`src/rtl/dpd_feature_extract.sv`:
```
// dpd_feature_extract: per-sample |x| and |x|^3 extraction with a TAPS-deep
// memory delay line, producing the flattened feature vector that feeds both
// the first backbone layer and the dense path into the output layer.
// One sample is processed at a time: IDLE -> MAG -> SQRT (DATA_W cycles) ->
// CUBE -> OUT.
module dpd_feature_extract #(
   parameter int DATA_W = 14,
   parameter int TAPS   = 3,
   parameter int FEATS  = 4
) (
   input  logic                              clk,
   input  logic                              rst_n,
   input  logic                              in_valid,
   output logic                              in_ready,
   input  logic signed [DATA_W-1:0]          in_i,
   input  logic signed [DATA_W-1:0]          in_q,
   output logic                              out_valid,
   input  logic                              out_ready,
   output logic [TAPS*FEATS*DATA_W-1:0]      out_feat
);

   localparam int TAP_W  = FEATS * DATA_W;
   localparam int VEC_W  = TAPS * TAP_W;
   localparam int MAG_W  = 2 * DATA_W;          // |x|^2, frac 2*(DATA_W-1)
   localparam int REM_W  = DATA_W + 4;          // holds 4*rem+3 with rem <= 2*root
   localparam int PROD_W = 3 * DATA_W;          // root * mag2
   localparam int CNT_W  = $clog2(DATA_W);
   localparam logic [CNT_W-1:0] SQRT_LAST = CNT_W'(DATA_W - 1);
   localparam logic [PROD_W-1:0] SAT_MAX  = PROD_W'((1 << (DATA_W - 1)) - 1);

   typedef enum logic [2:0] {
      IDLE,
      MAG,
      SQRT,
      CUBE,
      OUT
   } state_t;

   state_t state_q, state_d;

   logic signed [DATA_W-1:0] i_p0, q_p0;
   logic [MAG_W-1:0]         mag2_p1;
   logic [MAG_W-1:0]         rad_p1;
   logic [REM_W-1:0]         rem_p1;
   logic [DATA_W-1:0]        root_p1;
   logic [CNT_W-1:0]         cnt_p1;

   // Clamp a non-negative magnitude to the largest positive Q1.(DATA_W-1) code.
   function automatic logic signed [DATA_W-1:0] sat_u(input logic [PROD_W-1:0] v);
      if (v > SAT_MAX) begin
         return SAT_MAX[DATA_W-1:0];
      end
      return v[DATA_W-1:0];
   endfunction

   // |x|^2 from the latched sample; (-full scale)^2 fits the signed square,
   // and the sum of two squares (max 2^(MAG_W-1)) fits MAG_W unsigned bits.
   logic signed [MAG_W-1:0] i_ext, q_ext, i_sq, q_sq;
   logic [MAG_W-1:0]        mag2_d;
   always_comb begin
      i_ext  = {{DATA_W{i_p0[DATA_W-1]}}, i_p0};
      q_ext  = {{DATA_W{q_p0[DATA_W-1]}}, q_p0};
      i_sq   = i_ext * i_ext;
      q_sq   = q_ext * q_ext;
      mag2_d = $unsigned(i_sq) + $unsigned(q_sq);
   end

   // One digit-by-digit square-root step: bring down two radicand bits and
   // try to subtract (4*root + 1).
   logic [REM_W-1:0]  rem_sh, trial, rem_d;
   logic [DATA_W-1:0] root_d;
   logic              take;
   always_comb begin
      rem_sh = (rem_p1 << 2) | REM_W'(rad_p1[MAG_W-1 -: 2]);
      trial  = (REM_W'(root_p1) << 2) | REM_W'(1);
      take   = (rem_sh >= trial);
      rem_d  = take ? (rem_sh - trial) : rem_sh;
      root_d = (root_p1 << 1) | DATA_W'(take);
   end

   // |x|^3 = root * mag2 with the extra fractional bits truncated, then the
   // new tap assembled in element order I, Q, |x|, |x|^3.
   logic [PROD_W-1:0]        prod, cube_sh;
   logic signed [DATA_W-1:0] mag_sat, cube_sat;
   logic [TAP_W-1:0]         new_tap;
   always_comb begin
      prod     = PROD_W'(root_p1) * PROD_W'(mag2_p1);
      cube_sh  = prod >> (MAG_W - 2);
      mag_sat  = sat_u(PROD_W'(root_p1));
      cube_sat = sat_u(cube_sh);
      new_tap  = {cube_sat, mag_sat, q_p0, i_p0};
   end

   // State register.
   always_ff @(posedge clk or negedge rst_n) begin
      if (!rst_n) begin
         state_q <= IDLE;
      end else begin
         state_q <= state_d;
      end
   end

   // Next state and handshake outputs; nothing here looks at out_ready
   // except the OUT exit, so in_ready never depends on it combinationally.
   always_comb begin
      state_d   = state_q;
      in_ready  = 1'b0;
      out_valid = 1'b0;
      unique case (state_q)
         IDLE: begin
            in_ready = 1'b1;
            if (in_valid) state_d = MAG;
         end
         MAG:  state_d = SQRT;
         SQRT: if (cnt_p1 == '0) state_d = CUBE;
         CUBE: state_d = OUT;
         OUT: begin
            out_valid = 1'b1;
            if (out_ready) state_d = IDLE;
         end
         default: state_d = IDLE;
      endcase
   end

   // Sample latch, square-root iteration and delay line; reset clears the
   // taps so warm-up vectors carry zeros for unfilled older taps.
   always_ff @(posedge clk or negedge rst_n) begin
      if (!rst_n) begin
         i_p0     <= '0;
         q_p0     <= '0;
         mag2_p1  <= '0;
         rad_p1   <= '0;
         rem_p1   <= '0;
         root_p1  <= '0;
         cnt_p1   <= '0;
         out_feat <= '0;
      end else begin
         unique case (state_q)
            IDLE: begin
               if (in_valid) begin
                  i_p0 <= in_i;
                  q_p0 <= in_q;
               end
            end
            MAG: begin
               mag2_p1 <= mag2_d;
               rad_p1  <= mag2_d;
               rem_p1  <= '0;
               root_p1 <= '0;
               cnt_p1  <= SQRT_LAST;
            end
            SQRT: begin
               rad_p1  <= rad_p1 << 2;
               rem_p1  <= rem_d;
               root_p1 <= root_d;
               if (cnt_p1 != '0) cnt_p1 <= cnt_p1 - 1'b1;
            end
            CUBE: begin
               out_feat <= {out_feat[VEC_W-TAP_W-1:0], new_tap};
            end
            default: ;
         endcase
      end
   end

endmodule

```
`config.mk`:
```
export PLATFORM = sky130hd
export DESIGN_NAME = dpd_feature_extract
export DESIGN_NICKNAME = d
export VERILOG_FILES = /design/src/rtl/dpd_feature_extract.sv
export SDC_FILE = /design/constraint.sdc
export NUM_CORES = 2
export LEC_CHECK = 0
export CAP_MARGIN = 20
export CORE_AREA = 2 2 243 245
export CTS_CLUSTER_DIAMETER = 120
export DETAILED_ROUTE_END_ITERATION = 7
export DIE_AREA = 0 0 245 247
export DONT_BUFFER_PORTS = 1
export PLACE_DENSITY = 0.81
export SLEW_MARGIN = 20
export SYNTH_ARGS = -nofsm -noshare
export SYNTH_HDL_FRONTEND = slang
export SYNTH_SLANG_ARGS = --single-unit
```
`constraint.sdc`:
```
create_clock -name clk -period 9.33 [get_ports clk]
set_input_delay 0.933 -clock clk [delete_from_list [all_inputs] [get_ports clk]]
set_output_delay 0.933 -clock clk [all_outputs]
set_load 0.005 [all_outputs]
```
==> results.txt <==
----------------------------------------------------
[Placement]
  Placed wire-length estimate after detailed placement ... 67,400 um
  Placed Instances ... between 4,000 and 5,000
  Final GP Congestion ... 0.943
  Number of I/O port buffers ... 0

[CTS]
  Buffer levels on the longest clock path ... 3
  Clock latency of the later-clocked register in the worst-skew pair ... a little over 0.6 ns
  Number of H-tree levels ... 1
  Reg clk slew, reported paths ... 0.07 ns
  TritonCTS clock tree ... yes
  Post-CTS Setup Repair Bufs ... 0
  Post-CTS resize count ... 0
  Clk root buf ... sky130_fd_sc_hd__clkbuf_16
  Clock buffers created by TritonCTS ... 31
  Cts-stage hold buffer count ... 0
  TritonCTS Sinks ... about 290

[Worst setup path]
  Register-to-Register Path Depth ... 23
  Reg2reg setup slack ... roughly 1.3 ns
  Setup crit end ... rad_p1[25]$_DFFE_PN0P_
  Required time of the critical path ... ~9.8 ns
  Worst Path Max Fanout ... 29
  Launching element of the worst setup path ... q_p0[13]$_DFFE_PN0P_
  Source of the worst register-to-register timing path ... q_p0[13]$_DFFE_PN0P_
  Critical setup path kind ... flip-flop to flip-flop
  WP data arrival ... 8.47 ns
  Critical path endpoint category ... flip-flop
  Type of element launching the critical path ... flip-flop
  Worst flop-to-flop path endpoint ... rad_p1[25]$_DFFE_PN0P_

[Yosys]
  Cell variety after synth ... 71
  Cell type with the highest aggregate area in the netlist ... sky130_fd_sc_hd__fa_1
  Sequential-to-total area share from yosys stat ... 19.4%
  Synth area leaders ... sky130_fd_sc_hd__fa_1 38%, sky130_fd_sc_hd__dfrtp_1 19%, sky130_fd_sc_hd__nand2_1 8.6%
  Post-synth EDFFs ... 0
  Synthesized cell area ... 37,200 um2
  Primary FF master, synth ... sky130_fd_sc_hd__dfrtp_1
  Average instance area after synthesis ... between 9 and 10 um2
  Fraction of synthesized cell area taken by the top area cell type ... a little under two fifths
  FF+latch count, synth ... around 290
  Syn Nets ... a little under 5,000
  Fraction of registers with async set/reset ... 100%
  Gate count of the mapped netlist ... between 3,000 and 4,000
  Total of warnings raised by yosys ... 0

[Routing]
  Number of iterations in the first detailed-routing pass ... 6
  Total via count in the routed design ... 26,095
  Number of DRC violations after detailed-routing iteration 0 ... ~1,900
  Vias per inst ... 5.63
  Antenna violation net count after detailed routing ... 0
  Residual DRC count ... 0
  Post-Route WL ... 86,200 um
  WL per Instance ... ~19 um

[Run status]
  Outcome ... complete, no violations

[Die]
  Core area ... a little under 60,000 um2
  Die X ... approximately 250 um
  Std-Cell Rows ... 89
  Die Footprint ... a little over 60,000 um2
  Die boundary height ... between 200 and 250 um
  Number of top-level pins ... about 200
  Initial core utilization ... 63.9%

[GRT]
  Largest net degree at the start of global routing ... slightly below 300
  Leftover overflow at the end of global routing ... 0
  Global-route wire length before repair ... 143,000 um
  Antenna violations before repair ... 2
  Gr usage total ... around 30%
  Number of global-route vias before repair ... 27,859

[Layout]
  Ratio of cells with drive above 1 in the final layout ... roughly 2.8%
  Area taken by multi-input logic gates ... roughly 26,000 um2
  Fillcell total ... 4,498
  Final Non-Filler Cells ... about 4,600
  Count of nets after finishing ... 4,816
  FF/Latch Area ... 7230 um2
  Commonest non-fill, non-tap cell in the layout ... sky130_fd_sc_hd__nand2_1
  Most frequent cells in the layout ... 855 x sky130_fd_sc_hd__nand2_1, 796 x sky130_fd_sc_hd__inv_1, 710 x sky130_fd_sc_hd__fa_1
  Layout overhead on the synthesized area ... 3.87%

[Timing]
  Fmax achieved ... roughly 0.13 GHz
  Number of slew-limit violations in the final report ... 0
  Final sum of negative setup slack ... 0 ns
  Relative slew margins ... roughly 25%
  Minimum clock period after layout ... around 8 ns
  Skew final ... around 0.028 ns
  Share of the clock period used by the worst path after layout ... between 80% and 90%
  Unrepaired setup endpoints after global routing ... no
  Final Hold Vio Count ... 0
  Slew of the pin with the lowest slew margin ... around 1.1 ns
  Setup violations, final ... 0

[Worst hold path]
  Path type of the worst min-delay path ... primary input to async pin

[Run]
  # Max-Cap Violations ... 0

----------------------------------------------------
[cell usage after synthesis (25+ instances only)]
library cell,instances
sky130_fd_sc_hd__a21o_1,31
sky130_fd_sc_hd__a21oi_1,64
sky130_fd_sc_hd__and2_1,263
sky130_fd_sc_hd__clkbuf_1,156
sky130_fd_sc_hd__dfrtp_1,289
sky130_fd_sc_hd__fa_1,710
sky130_fd_sc_hd__ha_1,239
sky130_fd_sc_hd__inv_1,796
sky130_fd_sc_hd__nand2_1,855
sky130_fd_sc_hd__nor2_1,69
sky130_fd_sc_hd__o21ai_0,76
sky130_fd_sc_hd__xnor2_1,51
sky130_fd_sc_hd__xor2_1,25
[how the worst min path moves through the flow]
| stage | cells after the start | endpoint | slack (ns) |
|---|---|---|---|
| finish | 0 | mag2_p1[4]$_DFFE_PN0P_ | 0.04 |
| global route | 0 | rad_p1[4]$_DFFE_PN0P_ | 0.02 |
| CTS | 0 | rad_p1[6]$_DFFE_PN0P_ | 0.03 |
| detailed placement | 2 | rad_p1[4]$_DFFE_PN0P_ | 0.47 |
| global placement | 2 | rad_p1[2]$_DFFE_PN0P_ | 0.46 |
| floorplan | 2 | rem_p1[14]$_DFFE_PN0P_ | 0.45 |
[flip-flops by register name, indices dropped and copies added (netlist names)]
| register | flops |
|---|---|
| q_p0 | 14 |
| i_p0 | 14 |
| cnt_p1 | 4 |
| rem_p1 | 16 |
| out_feat | 168 |
| root_p1 | 14 |
| mag2_p1 | 28 |
| state_q | 3 |
| rad_p1 | 28 |
[through the flow]
stage	setup slack [ns]	util, %	cell area, um2	hold slack (ns)
after floorplan	2.20	-	37200	0.446
after global placement	1.61	64.5	37600	0.462
after detailed placement	1.43	64.5	37600	0.468
after CTS	1.40	66.3	38600	0.0307
after global routing	0.836	66.3	38600	0.0248
final	1.34	66.3	38600	0.0438
[metal layers]
layer	vias to the layer above	global-route usage (%)	part of all wire, %
met5	-	0	0.015
met4	2	8.25	2.9
met3	168	4.81	7.7
met2	1021	50.3	49
met1	13278	39.7	40
li1	11626	-	-
[critical path, stage by stage, from the launching register on]
cell and delay [ns]:
sky130_fd_sc_hd__dfrtp_1 1.00, sky130_fd_sc_hd__nand2_1 0.50, sky130_fd_sc_hd__fa_1 0.64, sky130_fd_sc_hd__inv_1 0.05
sky130_fd_sc_hd__fa_1 0.53, sky130_fd_sc_hd__inv_1 0.05, sky130_fd_sc_hd__fa_1 0.49, sky130_fd_sc_hd__fa_1 0.57
sky130_fd_sc_hd__fa_1 0.43, sky130_fd_sc_hd__fa_1 0.49, sky130_fd_sc_hd__inv_1 0.05, sky130_fd_sc_hd__fa_1 0.47
sky130_fd_sc_hd__inv_1 0.05, sky130_fd_sc_hd__fa_1 0.47, sky130_fd_sc_hd__inv_1 0.04, sky130_fd_sc_hd__ha_1 0.32
sky130_fd_sc_hd__and3_1 0.24, sky130_fd_sc_hd__a221o_1 0.30, sky130_fd_sc_hd__o21a_1 0.18, sky130_fd_sc_hd__o21ai_1 0.24
sky130_fd_sc_hd__a31oi_1 0.18, sky130_fd_sc_hd__nor3_1 0.17, sky130_fd_sc_hd__nor3_1 0.08, sky130_fd_sc_hd__a221o_1 0.30
[area by class of cell]
| class | count | share of cell area, % |
|---|---|---|
| Sequential cell | 289 | 18.7 |
| Timing Repair Buffer | 15 | 0.324 |
| Clock inverter | 15 | 0.470 |
| Clock buffer | 42 | 2.24 |
| Inverter | 797 | 7.74 |
| Antenna cell | 2 | 0.0130 |
| Tap cell | 773 | 2.50 |
| Multi-Input combinational cell | 2701 | 68.0 |
[cells by family after synthesis]
kind of cell,count (synthesis),share of synthesized area (%)
simple gates,1312,15.9
buf+inv,971,9.97
fa+ha+maj,949,46.3
compound gates,334,5.82
flops,289,19.4
xor+xnor,76,1.79
mux,29,0.845
other cells,1,0.0101
Power is left out: the tool's default activity adds up to more than one toggle a clock period on the data nets, which glitch-free logic cannot reach.
